==> src/rtl/serial_parity_tx.sv <==
// Serial even-parity transmitter.
// Accepts a parallel word over valid/ready, shifts it out one bit per clock on z,
// then appends a parity bit so each frame carries an even number of 1s.
// Optional feature: define PARITY_ERR_INJ_EN to add the err_inj port, which inverts
// the parity bit of the frame it was accepted with.
module serial_parity_tx #(
  parameter int unsigned DATA_W     = 8,
  parameter bit          MSB_FIRST  = 1'b0,
  parameter bit          IDLE_LEVEL = 1'b0
) (
  input  logic              clk,
  input  logic              rst,
  input  logic [DATA_W-1:0] din,
  input  logic              din_valid,
`ifdef PARITY_ERR_INJ_EN
  input  logic              err_inj,
`endif
  output logic              din_ready,
  output logic              z,
  output logic              z_valid,
  output logic              frame_end
);

  localparam int unsigned CntW = (DATA_W > 1) ? $clog2(DATA_W) : 1;
  localparam logic [CntW-1:0] LastCnt = CntW'(DATA_W - 1);

  typedef enum logic [1:0] {StIdle, StData, StPar} state_e;

  state_e              state_q, state_d;
  logic [DATA_W-1:0]   shift_q, shift_d;
  logic [CntW-1:0]     cnt_q, cnt_d;
  logic                acc_q, acc_d;
  logic                z_q, z_d;
  logic                z_valid_q, z_valid_d;
  logic                frame_end_q, frame_end_d;
  logic                parity_bit;
  logic                accept;
`ifdef PARITY_ERR_INJ_EN
  logic                err_q, err_d;
`endif

  // Bit that leaves the word next, depending on transmit order.
  function automatic logic next_bit(input logic [DATA_W-1:0] w);
    return MSB_FIRST ? w[DATA_W-1] : w[0];
  endfunction

  // Word with the outgoing bit removed.
  function automatic logic [DATA_W-1:0] shift_word(input logic [DATA_W-1:0] w);
    return MSB_FIRST ? (w << 1) : (w >> 1);
  endfunction

  // Ready in IDLE and in the parity cycle (back-to-back frames); never during reset.
  always_comb begin
    din_ready = !rst && ((state_q == StIdle) || (state_q == StPar));
  end

  assign accept = din_valid && din_ready;

`ifdef PARITY_ERR_INJ_EN
  assign parity_bit = acc_q ^ err_q;
`else
  assign parity_bit = acc_q;
`endif

  // Next-state: the first data bit is registered on the accept edge itself, so the
  // accumulator starts from that bit rather than from zero.
  always_comb begin
    state_d     = state_q;
    shift_d     = shift_q;
    cnt_d       = cnt_q;
    acc_d       = acc_q;
    z_d         = IDLE_LEVEL;
    z_valid_d   = 1'b0;
    frame_end_d = 1'b0;
`ifdef PARITY_ERR_INJ_EN
    err_d       = err_q;
`endif
    unique case (state_q)
      StIdle, StPar: begin
        if (accept) begin
          state_d   = StData;
          z_d       = next_bit(din);
          z_valid_d = 1'b1;
          acc_d     = next_bit(din);
          shift_d   = shift_word(din);
          cnt_d     = '0;
`ifdef PARITY_ERR_INJ_EN
          err_d     = err_inj;
`endif
        end else begin
          state_d = StIdle;
        end
      end
      StData: begin
        z_valid_d = 1'b1;
        if (cnt_q == LastCnt) begin
          state_d     = StPar;
          z_d         = parity_bit;
          frame_end_d = 1'b1;
          cnt_d       = '0;
        end else begin
          z_d     = next_bit(shift_q);
          acc_d   = acc_q ^ next_bit(shift_q);
          shift_d = shift_word(shift_q);
          cnt_d   = cnt_q + CntW'(1);
        end
      end
      default: state_d = StIdle;
    endcase
  end

  // State and registered outputs; reset abandons any frame in flight.
  always_ff @(posedge clk) begin
    if (rst) begin
      state_q     <= StIdle;
      shift_q     <= '0;
      cnt_q       <= '0;
      acc_q       <= 1'b0;
      z_q         <= IDLE_LEVEL;
      z_valid_q   <= 1'b0;
      frame_end_q <= 1'b0;
`ifdef PARITY_ERR_INJ_EN
      err_q       <= 1'b0;
`endif
    end else begin
      state_q     <= state_d;
      shift_q     <= shift_d;
      cnt_q       <= cnt_d;
      acc_q       <= acc_d;
      z_q         <= z_d;
      z_valid_q   <= z_valid_d;
      frame_end_q <= frame_end_d;
`ifdef PARITY_ERR_INJ_EN
      err_q       <= err_d;
`endif
    end
  end

  assign z         = z_q;
  assign z_valid   = z_valid_q;
  assign frame_end = frame_end_q;

endmodule

==> config.mk <==
export PLATFORM = sky130hd
export DESIGN_NAME = serial_parity_tx
export DESIGN_NICKNAME = d
export VERILOG_FILES = /design/src/rtl/serial_parity_tx.sv
export SDC_FILE = /design/constraint.sdc
export NUM_CORES = 1
export LEC_CHECK = 0
export BUFFER_PORTS_ARGS = -buffer_cell sky130_fd_sc_hd__buf_2
export CAP_MARGIN = 20
export CELL_PAD_IN_SITES_DETAIL_PLACEMENT = 1
export CELL_PAD_IN_SITES_GLOBAL_PLACEMENT = 2
export CORE_MARGIN = 2
export CORE_UTILIZATION = 29
export DETAILED_ROUTE_END_ITERATION = 12
export GPL_TIMING_DRIVEN = 0
export PLACE_DENSITY = 0.76
export SLEW_MARGIN = 10
export SYNTH_ARGS = -nofsm -noshare
export SYNTH_HDL_FRONTEND = slang
export SYNTH_SLANG_ARGS = --single-unit
==> constraint.sdc <==
create_clock -name clk -period 1.5 [get_ports clk]
set_clock_uncertainty 0.1 [all_clocks]
set_input_delay 0.15 -clock clk [delete_from_list [all_inputs] [get_ports clk]]
set_output_delay 0.15 -clock clk [all_outputs]
set_load 0.02 [all_outputs]
==> impl_results.md <==
* Worst r2r src: cnt_q[0]$_SDFFE_PP0P_
* Worst R2R End: acc_q$_SDFFE_PP0P_
* Clk pwr share at 24.2%
* Ratio of cells with drive above 1 in the final layout at 38.78%
* Die Wd at 55.93 um
* Worst-path clk slew at 0.09 ns
* DR DRC count at 0
* Fill cells at 310
* CP Data Required Time at 1.57 ns
* Delay of the slowest critical-path stage at 0.41 ns
* Arrival @ worst endpoint at 1.57 ns
* Syn Inst Count at 76
* Number of routed nets with antenna violations at 0
* Number of core rows at 18
* Final GP Congestion at 0.6978
* Grt total ovfl at 0
* Dpl cells at 120
* Area contributors post-synth: dfxtp_1 (41%), mux2i_1 (9.0%), nor3_1 (4.5%), a21oi_1 (3.8%), a211oi_1 (3.8%)
* Drt pass-1 iters at 2
* Status: complete, but fails checks
* Most frequent CP cell: ha_4
* HP Class: primary input to flip-flop
* Fraction of registers with async set or reset after synthesis at 0%
* Count of input and output buffers at 14
* WHS Path Cells at 3
* Largest net degree at the start of global routing at 11
* Main synth FF type: dfxtp_1
* Mapped Area at 782.0 sq um
* Count of clock tree sinks at 16
* Pint at 655.2 uW
* Setup violators final at 1
* Hold violation count in the final report at 0
* Max Cap Violations at 0
* Vias per inst at 5.109
* Crit-path slowest cell: or3b_4
* Area of the core at 2522 sq um
* Sw Share at 27.38%
* Bufs on Longest Clock Path at 2
* Clock latency on the worst-skew pair at 0.28 ns
* RSZ-0062 raised after global routing: true
* Post-Route WL at 1769 um
* First DRT Iteration DRCs at 6
* Final Max Slew Viols at 0
* WL/cell at 13.82 um
* Tmin final at 1.505 ns
* Post-synth top area cell: dfxtp_1
* Synth Warn # at 0
* Hold Path End: z$_SDFF_PP0_
* Peak Freq at 0.6645 GHz
* Final Cycle Share at 100.3%
* Reg area at 322.8 sq um
* Critical path cell sequence: ha_4, ha_4, or3b_4, a2bb2oi_2, o32ai_1
* WS Path Type: flip-flop to flip-flop
* Num CTS Buffers at 3
* Clk root buf: clkbuf_4
* Syn Nets at 89
* Failing checks: setup timing
* CTS tree: yes
* Leak Pwr at 0.0004153 uW
* Die Ht at 55.93 um
* Register area share after synthesis at 40.96%
* Initial Utilization at 31.00%
* Die area at 3128 sq um
* H-tree Lvls at 1
* Vias at 654
* Synthesized flop and latch total at 16
* Count leader, synth: dfxtp_1
* Final worst slack at -0.004964 ns
* Commonest cells in the synthesized netlist: dfxtp_1 (16), mux2i_1 (7), nor3_1 (7), a21oi_1 (6)
* Worst slew pin tran at 0.3412 ns
* Vias in the first global route at 645
* Gate power share at 23.1%
* # diodes at 0
* Worst-path fanout max at 4
* Total track usage at 12.63%
* Area occupied by multi-input gates at 459.2 sq um
* P_sw at 247.1 uW
* Design area at 1005 sq um
* Final nets at 113
* First-pass GRT wire length at 3091 um
* Placed Area at 907.1 sq um
* Io pins at 15
* Critical hold path startpoint: din[0]
* Fin cells at 128
* R2r setup slk at -0.005 ns
* Final Util at 39.83%
* Initial antenna violation count at 0
* Synth unique cells at 29
* Post-synth EDFFs at 0
* Area grow syn2layout at 28.48%
* Worst setup EP type: flip-flop
* Slew HR at 77.23%
* Top-area cell type share of the netlist area at 40.96%
* Syn avg cell area at 10.29 sq um
* Seq pwr share at 52.6%
* PwrDens at 898.0 nW/um^2
* Worst reg2reg path depth at 5
* Placed wire-length estimate at 1251 um
* CP Launch Type: flip-flop
* Max VDD drop at 567.9 uV
placed cells by master, fill, tap and decap left out:
cell type	n
buf_4	4
nor3b_1	2
nand2b_1	3
mux2i_1	7
dfxtp_1	14
buf_6	2
dlygate4sd3_1	1
a2bb2oi_1	1
buf_2	15
and4bb_2	1
clkbuf_4	3
a211oi_2	2
buf_12	1
nor3_1	7
a32oi_1	1
clkbuf_2	1
a2bb2oi_2	1
nor2b_1	1
nand3_1	2
o32ai_1	1
nand2_1	1
dfxtp_2	2
o21ai_0	1
a21oi_1	6
or3b_4	1
nor2_1	4
nand2_4	1
ha_4	2
and2_1	1
nor3b_4	2
or3b_1	2
a211oi_1	4
nand3b_1	1
sequential cells by signal, indices dropped and copies added, names as in the netlist:
| name | cells |
|---|---|
| z | 1 |
| cnt_q | 3 |
| state_q | 2 |
| acc_q | 1 |
| shift_q | 7 |
| z_valid | 1 |
| frame_end | 1 |
worst max-delay path, delay by kind of cell (launching register included):
kind            cells  cell delay [ns]
compound gates      2             0.21
fa+ha+maj           2             0.32
flops               1             0.35
simple gates        1             0.41
what timing repair did:
action	4_1_cts	5_1_grt
setup endpoints to repair	9	9
hold buffers	1	0
gates resized for setup	6	2
pin swaps	5	9
hold endpoints to repair	1	0
buffers inserted	4	0
per-stage QoR:
stage	worst slack (ns)	TNS [ns]	hold WS, ns	total power (uW)
after floorplan	0.005416	0	0.1860	619.3
after global placement	-0.1099	-0.6180	0.2966	666.5
after detailed placement	-0.1581	-0.8878	0.3057	672.6
after CTS	-0.04461	-0.2275	0.01641	913.5
after global routing	-0.04710	-0.3047	0.04793	969.8
final	-0.004964	-0.004964	0.02956	902.2
how the worst max path moves through the flow:
| stage | startpoint | end | slack [ns] | depth (start not counted) |
|---|---|---|---|---|
| after floorplan | cnt_q[0]$_SDFFE_PP0P_ | acc_q$_SDFFE_PP0P_ | 0.005 | 5 |
| after global placement | cnt_q[0]$_SDFFE_PP0P_ | acc_q$_SDFFE_PP0P_ | -0.11 | 5 |
| after detailed placement | cnt_q[0]$_SDFFE_PP0P_ | acc_q$_SDFFE_PP0P_ | -0.16 | 5 |
| after CTS | cnt_q[1]$_SDFFE_PP0P_ | shift_q[5]$_SDFFE_PP0P_ | -0.04 | 5 |
| after global routing | cnt_q[0]$_SDFFE_PP0P_ | shift_q[2]$_SDFFE_PP0P_ | -0.05 | 5 |
| final | cnt_q[0]$_SDFFE_PP0P_ | acc_q$_SDFFE_PP0P_ | -0.005 | 5 |
power groups by stage:
stage | combinational [uW] | clock [uW] | sequential, uW
4_1_cts | 209 | 229 | 475
5_1_grt | 231 | 261 | 479
6_report | 209 | 219 | 475
3_3_place_gp | 185 | 0 | 482
2_1_floorplan | 136 | 0 | 483
3_5_place_dp | 189 | 0 | 483
routing by layer:
layer | share of wire, % | global-route usage (%)
met5 | 0 | 0
met1 | 46 | 15.98
met3 | 4.5 | 4.419
met2 | 48 | 20.07
met4 | 1.1 | 4.082
kinds of logic after synthesis:
kind of cell,share of synthesized area (%)
simple gates,24.80
compound gates,16.00
flops,40.96
mux,8.960
buf+inv,6.079
fa+ha+maj,3.199
final cells by class:
cell class / instances / share of cell area, %
repair buffers: 19 / 11.33
plain buffers: 5 / 4.857
well taps: 30 / 3.736
multi-input cells: 55 / 45.70
clock buffers: 3 / 2.242
flip-flops and latches: 16 / 32.13
No activity file was read; power rests on OpenSTA's default activity.
